--- config.mk ---
export PLATFORM = sky130hd
export DESIGN_NAME = alu_mdu_seq
export DESIGN_NICKNAME = d
export VERILOG_FILES = /design/src/rtl/alu_mdu_pkg.sv /design/src/rtl/mdu_iter.sv /design/src/rtl/alu_mdu_seq.sv
export SDC_FILE = /design/constraint.sdc
export NUM_CORES = 1
export LEC_CHECK = 0
export ABC_AREA = 1
export BUFFER_PORTS_ARGS = -buffer_cell sky130_fd_sc_hd__buf_2
export CORE_UTILIZATION = 40
export CTS_BUF_LIST = sky130_fd_sc_hd__clkbuf_16
export CTS_CLUSTER_DIAMETER = 50
export DETAILED_ROUTE_END_ITERATION = 10
export PLACE_DENSITY_LB_ADDON = 0.25
export RECOVER_POWER = 25
export SYNTH_ARGS = -nofsm -noshare
export SYNTH_HDL_FRONTEND = slang
export SYNTH_SLANG_ARGS = --single-unit
--- constraint.sdc ---
create_clock -name clk -period 4.2 [get_ports clk]
set_input_delay 0.42 -clock clk [delete_from_list [all_inputs] [get_ports clk]]
set_output_delay 0.42 -clock clk [all_outputs]
set_load 0.02 [all_outputs]
--- src/rtl/alu_mdu_pkg.sv ---
// alu_mdu_pkg: shared definitions for the sequential ALU / multiply-divide unit.
//   - opcode constants (MIPS funct field encoding)
//   - FSM state type used by the top-level controller
package alu_mdu_pkg;

  localparam logic [5:0] OP_AND   = 6'b100100;
  localparam logic [5:0] OP_OR    = 6'b100101;
  localparam logic [5:0] OP_ADD   = 6'b100000;
  localparam logic [5:0] OP_SUB   = 6'b100010;
  localparam logic [5:0] OP_SLT   = 6'b101010;
  localparam logic [5:0] OP_SRL   = 6'b000010;
  localparam logic [5:0] OP_MFHI  = 6'b010000;
  localparam logic [5:0] OP_MFLO  = 6'b010010;
  localparam logic [5:0] OP_MULTU = 6'b011001;
  localparam logic [5:0] OP_DIVU  = 6'b011011;

  typedef enum logic [1:0] {
    IDLE = 2'd0,
    MUL  = 2'd1,
    DIV  = 2'd2
  } state_e;

endpackage

--- src/rtl/mdu_iter.sv ---
// mdu_iter: iterative unsigned multiply (shift-add) / divide (restoring) datapath.
// One step per cycle while i_run is high; WIDTH steps per operation.
// Ports:
//   clk, i_rst_n      clock, async active-low reset
//   i_load            capture operands and mode, clear accumulator/counter
//   i_mode            0 = multiply (a*b), 1 = divide (a/b)
//   i_run             perform one iteration this cycle
//   i_a, i_b          operands (a = multiplicand / dividend, b = multiplier / divisor)
//   o_hi, o_lo        value of the accumulator after the step taken this cycle
//   o_last            this cycle's step is the final one; o_hi/o_lo hold the result
module mdu_iter
  import alu_mdu_pkg::*;
#(
  parameter int WIDTH = 32
) (
  input  logic             clk,
  input  logic             i_rst_n,
  input  logic             i_load,
  input  logic             i_mode,
  input  logic             i_run,
  input  logic [WIDTH-1:0] i_a,
  input  logic [WIDTH-1:0] i_b,
  output logic [WIDTH-1:0] o_hi,
  output logic [WIDTH-1:0] o_lo,
  output logic             o_last
);

  localparam int SHW = $clog2(WIDTH);
  localparam logic [SHW-1:0] LAST_CNT = SHW'(WIDTH - 1);

  logic             r_mode;
  logic [WIDTH-1:0] r_op;    // multiplicand or divisor
  logic [WIDTH-1:0] r_hi;    // product upper half / partial remainder
  logic [WIDTH-1:0] r_lo;    // multiplier bits / dividend bits -> quotient bits
  logic [SHW-1:0]   r_cnt;

  logic [WIDTH:0]   w_sum;
  logic [WIDTH:0]   w_tmp;
  logic [WIDTH:0]   w_diff;
  logic [WIDTH-1:0] w_nxt_hi;
  logic [WIDTH-1:0] w_nxt_lo;
  logic             w_last;

  assign w_last = i_run & (r_cnt == LAST_CNT);

  // One multiply or divide step, computed from the current accumulator
  always_comb begin
    w_sum    = {1'b0, r_hi} + {1'b0, r_op};
    w_tmp    = {r_hi, r_lo[WIDTH-1]};
    w_diff   = w_tmp - {1'b0, r_op};
    w_nxt_hi = r_hi;
    w_nxt_lo = r_lo;
    if (r_mode) begin
      // Restoring divide; with a zero divisor every compare succeeds, so the
      // quotient fills with ones and the dividend shifts through into hi.
      if (w_tmp >= {1'b0, r_op}) begin
        w_nxt_hi = w_diff[WIDTH-1:0];
        w_nxt_lo = {r_lo[WIDTH-2:0], 1'b1};
      end else begin
        w_nxt_hi = w_tmp[WIDTH-1:0];
        w_nxt_lo = {r_lo[WIDTH-2:0], 1'b0};
      end
    end else begin
      // Shift-add: optionally add into the upper half, then shift {carry,hi,lo} right
      if (r_lo[0]) begin
        w_nxt_hi = w_sum[WIDTH:1];
        w_nxt_lo = {w_sum[0], r_lo[WIDTH-1:1]};
      end else begin
        w_nxt_hi = {1'b0, r_hi[WIDTH-1:1]};
        w_nxt_lo = {r_hi[0], r_lo[WIDTH-1:1]};
      end
    end
  end

  // Operand capture, iteration and counter
  always_ff @(posedge clk or negedge i_rst_n) begin
    if (!i_rst_n) begin
      r_mode <= 1'b0;
      r_op   <= {WIDTH{1'b0}};
      r_hi   <= {WIDTH{1'b0}};
      r_lo   <= {WIDTH{1'b0}};
      r_cnt  <= {SHW{1'b0}};
    end else if (i_load) begin
      r_mode <= i_mode;
      r_hi   <= {WIDTH{1'b0}};
      r_cnt  <= {SHW{1'b0}};
      if (i_mode) begin
        r_op <= i_b;
        r_lo <= i_a;
      end else begin
        r_op <= i_a;
        r_lo <= i_b;
      end
    end else if (i_run) begin
      r_hi  <= w_nxt_hi;
      r_lo  <= w_nxt_lo;
      r_cnt <= w_last ? {SHW{1'b0}} : r_cnt + SHW'(1);
    end
  end

  assign o_hi   = w_nxt_hi;
  assign o_lo   = w_nxt_lo;
  assign o_last = w_last;

endmodule

--- src/rtl/alu_mdu_seq.sv ---
// alu_mdu_seq: sequential ALU with registered result, start/busy/done handshake
// and an iterative MULTU/DIVU unit writing HI/LO.
// Ports:
//   clk, reset        clock, async active-low reset
//   start             launch an operation (ignored while busy)
//   dataA, dataB      operands
//   Signal            opcode (MIPS funct)
//   dataOut           registered result
//   hi, lo            HI/LO registers (written only by MULTU/DIVU)
//   busy              multiply/divide in progress
//   done              one-cycle pulse when dataOut is valid
module alu_mdu_seq
  import alu_mdu_pkg::*;
#(
  parameter int WIDTH = 32
) (
  input  logic             clk,
  input  logic             reset,
  input  logic             start,
  input  logic [WIDTH-1:0] dataA,
  input  logic [WIDTH-1:0] dataB,
  input  logic [5:0]       Signal,
  output logic [WIDTH-1:0] dataOut,
  output logic [WIDTH-1:0] hi,
  output logic [WIDTH-1:0] lo,
  output logic             busy,
  output logic             done
);

  localparam int SHW = $clog2(WIDTH);

  state_e           r_state;
  state_e           w_state_nxt;
  logic [WIDTH-1:0] r_data_out;
  logic [WIDTH-1:0] r_hi;
  logic [WIDTH-1:0] r_lo;
  logic             r_busy;
  logic             r_done;

  logic [WIDTH-1:0] w_alu;
  logic [WIDTH-1:0] w_out_nxt;
  logic [WIDTH-1:0] w_hi_nxt;
  logic [WIDTH-1:0] w_lo_nxt;
  logic             w_busy_nxt;
  logic             w_done_nxt;
  logic             w_load;
  logic             w_mode;
  logic             w_run;
  logic [WIDTH-1:0] w_mdu_hi;
  logic [WIDTH-1:0] w_mdu_lo;
  logic             w_mdu_last;

  mdu_iter #(.WIDTH(WIDTH)) u_mdu (
    .clk     (clk),
    .i_rst_n (reset),
    .i_load  (w_load),
    .i_mode  (w_mode),
    .i_run   (w_run),
    .i_a     (dataA),
    .i_b     (dataB),
    .o_hi    (w_mdu_hi),
    .o_lo    (w_mdu_lo),
    .o_last  (w_mdu_last)
  );

  // Single-cycle result mux; unknown opcodes yield zero
  always_comb begin
    w_alu = {WIDTH{1'b0}};
    case (Signal)
      OP_AND:  w_alu = dataA & dataB;
      OP_OR:   w_alu = dataA | dataB;
      OP_ADD:  w_alu = dataA + dataB;
      OP_SUB:  w_alu = dataA - dataB;
      OP_SLT:  w_alu = {{(WIDTH-1){1'b0}}, ($signed(dataA) < $signed(dataB))};
      OP_SRL:  w_alu = dataB >> dataA[SHW-1:0];
      OP_MFHI: w_alu = r_hi;
      OP_MFLO: w_alu = r_lo;
      default: w_alu = {WIDTH{1'b0}};
    endcase
  end

  // Next-state and next-output logic
  always_comb begin
    w_state_nxt = r_state;
    w_out_nxt   = r_data_out;
    w_hi_nxt    = r_hi;
    w_lo_nxt    = r_lo;
    w_busy_nxt  = r_busy;
    w_done_nxt  = 1'b0;
    w_load      = 1'b0;
    w_mode      = 1'b0;
    w_run       = 1'b0;
    case (r_state)
      IDLE: begin
        if (start) begin
          if (Signal == OP_MULTU) begin
            w_load      = 1'b1;
            w_mode      = 1'b0;
            w_busy_nxt  = 1'b1;
            w_state_nxt = MUL;
          end else if (Signal == OP_DIVU) begin
            w_load      = 1'b1;
            w_mode      = 1'b1;
            w_busy_nxt  = 1'b1;
            w_state_nxt = DIV;
          end else begin
            w_out_nxt   = w_alu;
            w_done_nxt  = 1'b1;
            w_state_nxt = IDLE;
          end
        end else begin
          w_state_nxt = IDLE;
        end
      end
      MUL, DIV: begin
        w_run = 1'b1;
        if (w_mdu_last) begin
          w_hi_nxt    = w_mdu_hi;
          w_lo_nxt    = w_mdu_lo;
          w_out_nxt   = w_mdu_lo;
          w_busy_nxt  = 1'b0;
          w_done_nxt  = 1'b1;
          w_state_nxt = IDLE;
        end else begin
          w_state_nxt = r_state;
        end
      end
      default: begin
        w_busy_nxt  = 1'b0;
        w_state_nxt = IDLE;
      end
    endcase
  end

  // FSM state register
  always_ff @(posedge clk or negedge reset) begin
    if (!reset) begin
      r_state <= IDLE;
    end else begin
      r_state <= w_state_nxt;
    end
  end

  // Output registers
  always_ff @(posedge clk or negedge reset) begin
    if (!reset) begin
      r_data_out <= {WIDTH{1'b0}};
      r_hi       <= {WIDTH{1'b0}};
      r_lo       <= {WIDTH{1'b0}};
      r_busy     <= 1'b0;
      r_done     <= 1'b0;
    end else begin
      r_data_out <= w_out_nxt;
      r_hi       <= w_hi_nxt;
      r_lo       <= w_lo_nxt;
      r_busy     <= w_busy_nxt;
      r_done     <= w_done_nxt;
    end
  end

  assign dataOut = r_data_out;
  assign hi      = r_hi;
  assign lo      = r_lo;
  assign busy    = r_busy;
  assign done    = r_done;

endmodule

; Yosys cells after proc, flatten, opt, wreduce, memory -nomap -nowiden
; Cells that the tools add are included.
[classes]
n_bitwise = 3
magnitude_cmp = 2
add_sub_neg = 5
mux = 44
shifts = 1
n_reduce_logical = 7
eq_ne = 18
[op_table]
columns = op, count
row1 = $mux W32, 15
row2 = $pmux W32 S8, 1
row3 = $pmux W32 S2, 1
row4 = $sub A32 B32 Y32, 2
row5 = $add A32 B32 Y33, 1
row6 = $ge A33 B32 Y1, 1
row7 = $add A32 B32 Y32, 1
row8 = $and A32 B32 Y32, 1
row9 = $lt A32 B32 Y1, 1
row10 = $or A32 B32 Y32, 1
row11 = $shr A32 B5 Y32, 1
row12 = $eq A6 B6 Y1 const B, 5
row13 = $eq A6 B5 Y1 const B, 4
row14 = $mux W1, 17
row15 = $mux W5, 3
row16 = $mux W2, 4
row17 = $eq A6 B2 Y1 const B, 1
row18 = $ne A2 B2 Y1 const B, 3
row19 = $add A5 B1 Y5 const B, 1
row20 = $eq A5 B5 Y1 const B, 1
row21 = $reduce_and A5 Y1, 1
row22 = $pmux W1 S2, 2
row23 = $pmux W2 S2, 1
row24 = $reduce_bool A2 Y1, 2
row25 = other kinds (9), 9
[word_totals]
out_inout_bits = 98
register_bits = 202

; Depth between registers and ports, before layout
[logic_depth]
ltp_word = 7
mapped_depth = 19

; By module
; A second synthesis with hierarchy kept.
[hier_totals]
hier_cells = 3939
area_unflattened_um2 = 23640.2
[modules_own_cells]
columns = module, cells_per_inst, instances, area_each_um2, seq_area_each_um2
row1 = alu_mdu_seq, 2076, 1, 12628.4, 2502.4
row2 = mdu_iter, 1863, 1, 11011.8, 2552.4

; Worst setup path before layout
; OpenSTA, ideal clock, no wires.
[synth_timing]
path_type = in2reg
start = input dataA[1]
end = register r_data_out[0] (netlist: dataOut[0])
cell_stages = 17
t_arrival_ns = 2.405
setup_time_ns = 0.077
setup_slack_ns = 1.717
path_buffers = 2
cell_sequence = buf_2 -> clkinv_1 -> clkbuf_1 -> fa_1 -> inv_1 -> nand2_1 -> nand3_1 -> nand2_1 -> nand2_1 -> nand2_1 -> nand2_1 -> nand2_1 -> nand3_1 -> nand3_1 -> nand2_1 -> nand2_1 -> a21oi_1
[synth_between]
elab_chain_len = 6
elab_cells_between_ends = 7
classes_between = order compare: 1 / shift: 1 / mux: 5
[synth_lines]
columns = item, line
row1 = start: declaration, alu_mdu_seq.sv:20  ; input logic [WIDTH-1:0] dataA,
row2 = $lt A32 B32 Y1 or $shr A32 B5 Y32 (tied branches), "alu_mdu_seq.sv:74, alu_mdu_seq.sv:75"
row3 = $pmux W32 S8 *, alu_mdu_seq.sv:69  ; case (Signal)
row4 = $mux W32 *, alu_mdu_seq.sv:101  ; end else if (Signal == OP_DIVU) begin
row5 = $mux W32 *, alu_mdu_seq.sv:96  ; if (Signal == OP_MULTU) begin
row6 = $mux W32 *, alu_mdu_seq.sv:95  ; if (start) begin
row7 = $pmux W32 S2 *, alu_mdu_seq.sv:93  ; case (r_state)
row8 = end signal: assignment, alu_mdu_seq.sv:147  ; r_data_out <= {WIDTH{1'b0}};
row9 = end signal: assignment, alu_mdu_seq.sv:153  ; r_data_out <= w_out_nxt;
row10 = end: declaration, alu_mdu_seq.sv:34  ; logic [WIDTH-1:0] r_data_out;
; Mark *: on every way between the ends. The rest lies on a longest branch, timed or not. The select of a mux whose other input is x is not followed.
; A chain may end at the register's enable or synchronous reset.

; Worst setup path in the final report
[layout_timing]
start = register u_mdu.r_hi[24]
end = register u_mdu.r_hi[25]
[layout_between]
elab_chain_len = 5
elab_cells_between_ends = 8
classes_between = add/sub: 2 / order compare: 1 / mux: 5
[layout_lines]
columns = item, line
row1 = start: declaration, mdu_iter.sv:33  ; logic [WIDTH-1:0] r_hi;
row2 = start signal: assignment, mdu_iter.sv:80  ; r_hi <= {WIDTH{1'b0}};
row3 = start signal: assignment, mdu_iter.sv:85  ; r_hi <= {WIDTH{1'b0}};
row4 = start signal: assignment, mdu_iter.sv:95  ; r_hi <= w_nxt_hi;
row5 = $add A32 B32 Y33 (tied with other cells), mdu_iter.sv:48  ; w_sum = {1'b0, r_hi} + {1'b0, r_op};
row6 = "$mux W32, on equally long branches", "mdu_iter.sv:65, mdu_iter.sv:56"
row7 = $mux W32 *, mdu_iter.sv:53  ; if (r_mode) begin
row8 = $mux W32 *, mdu_iter.sv:94  ; end else if (i_run) begin
row9 = $mux W32 *, mdu_iter.sv:83  ; end else if (i_load) begin
; Marks and branches as above.

==> impl_results.rst <==
.. list-table::
   :header-rows: 1

   * - Metric
     - Value
   * - Number of diodes added for antenna fixing
     - 0
   * - Non-Filler Cell Area, Final
     - 24970 um^2
   * - CP endpoint kind
     - flip-flop
   * - Post-placement setup slack
     - 1.112 ns
   * - Share of flip-flops with an asynchronous set or reset after synthesis
     - 1.000
   * - Synthesized instance count
     - 3926
   * - Leak Pwr
     - 13.97 nW
   * - Remaining number of nets flagged by the antenna check after routing
     - 0
   * - Die width
     - 241.2 um
   * - Final Hold Viols
     - 0
   * - Area of combinational cells with multiple inputs
     - 15020 um^2
   * - Adder-Cell Fraction of Synth Area
     - 0.09974
   * - Total via count after detailed routing
     - 26273
   * - Portion of netlist area occupied by mux cells
     - 0.0004375
   * - Number of setup buffers added after CTS
     - 0
   * - Most used flip-flop cell after synthesis
     - dfrtp_1
   * - Leading cell types by count after synthesis
     - 1334 x nand2_1, 533 x inv_1, 378 x nor2_1, 349 x nand3_1, 280 x o21ai_0
   * - Routed wirelength normalized by instance count
     - 20.87 um
   * - Max Transition Viols Final
     - 98
   * - Synthesized cell area
     - 22880 um^2
   * - Cell family contributing the most delay on the critical path
     - simple AND/OR/NAND/NOR gates
   * - Post-route worst setup slack
     - 1.211 ns
   * - RSZ-0062 raised after global routing
     - false
   * - Cell type with the highest aggregate area in the netlist
     - dfrtp_1
   * - CTS tree
     - built
   * - Share of Yosys cell area claimed by the top area cell type
     - 0.2209
   * - Worst path max stage delay
     - 0.65 ns
   * - Quantity of gates resized following cts
     - 0
   * - H-tree Lvls
     - 1
   * - Violated checks
     - capacitance limit, slew limit
   * - Number of DRC markers after the initial detailed-route iteration
     - 3143
   * - Share of the clock period used by the worst path
     - 0.7117
   * - Fraction of synthesized cell area in xor and xnor cells
     - 0.007273
   * - Result of the run
     - finished, violations left
   * - Distinct cell type count after synthesis
     - 53
   * - Number of enable flip-flop cells after synthesis
     - 0
   * - Half-perimeter wire length of the detailed placement result
     - 79.62 mm
   * - Chain of cells forming the critical path
     - ha_1 > nand2_1 > nor4_1 > nand2_2 > nand2_4 > nand4_1 > nand3_1 > nand2_1 > nand2_1
   * - Most numerous cell in the Yosys netlist
     - nand2_1
   * - Count of endpoints failing setup in the final report
     - 0
   * - Filler cells
     - 6266
   * - Power per cell area
     - 324.5 nW/um^2
   * - Slew Limit Headroom
     - -0.7908
   * - Layout Nets
     - 4243
   * - Dominant combinational cell family by area after synthesis
     - simple AND/OR/NAND/NOR gates
   * - Number of CTS-inserted buffers
     - 24
   * - Highest ir drop seen on vdd
     - 285.8 uV
   * - Most area-consuming cells after synthesis
     - dfrtp_1 22%, nand2_1 22%, ha_1 9.6%
   * - Compound-gate portion of the synthesized area
     - 0.1490
   * - Seq/Total Area, Yosys
     - 0.2209
   * - Category of the critical setup timing path
     - reg2reg
   * - Vertical die dimension
     - 241.2 um
   * - Quantity of I/O buffers inserted on ports
     - 170
   * - Area grow syn2layout
     - 9.121%
   * - Initial Util
     - 0.4050
   * - Slowest stage cell, crit path
     - nor4_1
   * - Setup Total Neg Slack
     - 0 ns
   * - Setup crit start kind
     - flip-flop
   * - Sequential cell area
     - 5059 um^2
   * - Highest net fanout along the worst path
     - 33
   * - Vias in the first global route
     - 23231
   * - Cell mode on critical path
     - nand2_1
   * - Share of layout cells above drive strength 1
     - 0.07239
   * - Post-layout min period
     - 2.989 ns
   * - Buffering stage count on the worst path with inverters included
     - 0
   * - Clk buf depth
     - 3
   * - Class of the tightest hold or removal check
     - in2reg
   * - CTS sink cnt
     - 202
   * - Number of top-level pins
     - 171
   * - Mapped Avg Cell Area
     - 5.828 um^2
   * - Average vias per placed instance
     - 5.517
   * - Overall die area
     - 58160 um^2
   * - Overflow after GRT
     - 0
   * - Basic-gate share of the synthesized area counting and, or, nand and nor cells
     - 0.3995
   * - # hold bufs at CTS
     - 1
   * - Overall power
     - 8.101 mW
   * - Number of maximum-capacitance violations
     - 1
   * - Data arrival time of the critical path
     - 3.47 ns
   * - Row count
     - 87
   * - Floorplan Core Area
     - 56500 um^2
   * - Min Hold Slack
     - 0.2193 ns
   * - Synth warnings
     - 0
   * - Flops & latches, synth
     - 202
   * - Slew at the pin closest to its max-slew limit
     - 2.686 ns
   * - Number of remaining DRC errors
     - 0
   * - Placement Cell Area
     - 24170 um^2
   * - Overall routing resource usage
     - 0.3346
   * - Buffer cell driving the clock tree root
     - clkbuf_16
   * - Post-synthesis net count
     - 4179
   * - Global-route wire length before repair
     - 145.4 mm
   * - Aggregate routed wire length
     - 99.41 mm
   * - Clock skew after layout
     - 0.01212 ns
   * - Final RePlAce weighted congestion
     - 1.021
   * - Pin count of the biggest net entering global routing
     - 112
   * - CTS clock-pin slew for the worst setup and hold paths
     - 0.06 ns
   * - Clk Latency, worst-skew pair
     - 0.54 ns
   * - Required time at the endpoint of the critical path
     - 4.68 ns
   * - Initial antenna violation count
     - 3
   * - Max Clock Freq
     - 334.6 MHz
   * - First-pass detailed-route iteration total
     - 9
-- layout by cell type, fill, tap and decap left out, types with 79 or more instances in the layout --
master	count
nand2_1	1333
nor2_1	378
o211ai_1	79
inv_1	536
a21oi_1	164
nand3_1	349
buf_2	168
o21ai_0	280
dfrtp_1	201
ha_1	176
-- layer usage --
layer,up-vias,GRT usage,part of all wire
li1,12672,-,-
met4,2,0.1285,0.043
met3,174,0.04587,0.092
met1,12100,0.4925,0.45
met2,1325,0.4889,0.41
met5,-,0,0.00014
-- logic make-up (layout without fill, tap and decap cells) --
logic type                 Yosys count  after routing
and+or+nand+nor                   2207           2207
AOI/OAI and AO/OA                  608            608
adders and majority gates          180            180
buffers and inverters              709            789
DFF                                202            202
xor gates and xnor gates            19             19
muxes                                1              1
-- registers in the layout, summed over array words and instances (netlist names) --
name and count:
busy 1, u_mdu.r_hi 32, u_mdu.r_mode 1, r_state 2, done 1, u_mdu.r_cnt 5
dataOut 32, lo 32, u_mdu.r_op 32, hi 32, u_mdu.r_lo 32
-- final cells by class --
| class | count | area share |
|---|---|---|
| Clock inverter | 17 | 0.006815 |
| Sequential cell | 202 | 0.2026 |
| Multi-Input combinational cell | 3015 | 0.6016 |
| Inverter | 547 | 0.08224 |
| Tap cell | 756 | 0.03789 |
| Timing Repair Buffer | 200 | 0.04380 |
| Clock buffer | 25 | 0.02506 |
-- worst min-delay path, delay by kind of cell --
kind            cells  cell delay [ns]
compound gates      1             0.09
buf+inv             1             0.13
simple gates        1             0.07
-- power breakdown --
part	internal [mW]	switching (mW)
logic	1.01	2.44
clock network	1.27	0.914
registers	2.19	0.286
total	4.46	3.64
-- metrics by stage --
step	std cells	utilization
2_1_floorplan	3926	-
3_3_place_gp	4719	0.4279
3_5_place_dp	4719	0.4279
4_1_cts	4762	0.4421
5_1_grt	4762	0.4419
6_report	4762	0.4419
-- final timing paths --
path / from / end / slack (ns) / cells after the start
min reg2reg: u_mdu.r_cnt[3]$_DFFE_PN0P_ / u_mdu.r_cnt[3]$_DFFE_PN0P_ / 0.47 / 1
min: start / done$_DFF_PN0_ / 0.22 / 3
min in group asynchronous: reset / hi[28]$_DFFE_PN0P_ / 1.23 / 2
max reg2reg: u_mdu.r_hi[24]$_DFFE_PN0P_ / u_mdu.r_hi[25]$_DFFE_PN0P_ / 1.21 / 9
max: u_mdu.r_hi[24]$_DFFE_PN0P_ / u_mdu.r_hi[25]$_DFFE_PN0P_ / 1.21 / 9
max in group asynchronous: reset / dataOut[7]$_DFFE_PN0P_ / 1.35 / 2
Note: power is estimated with default switching activity, not from simulation.
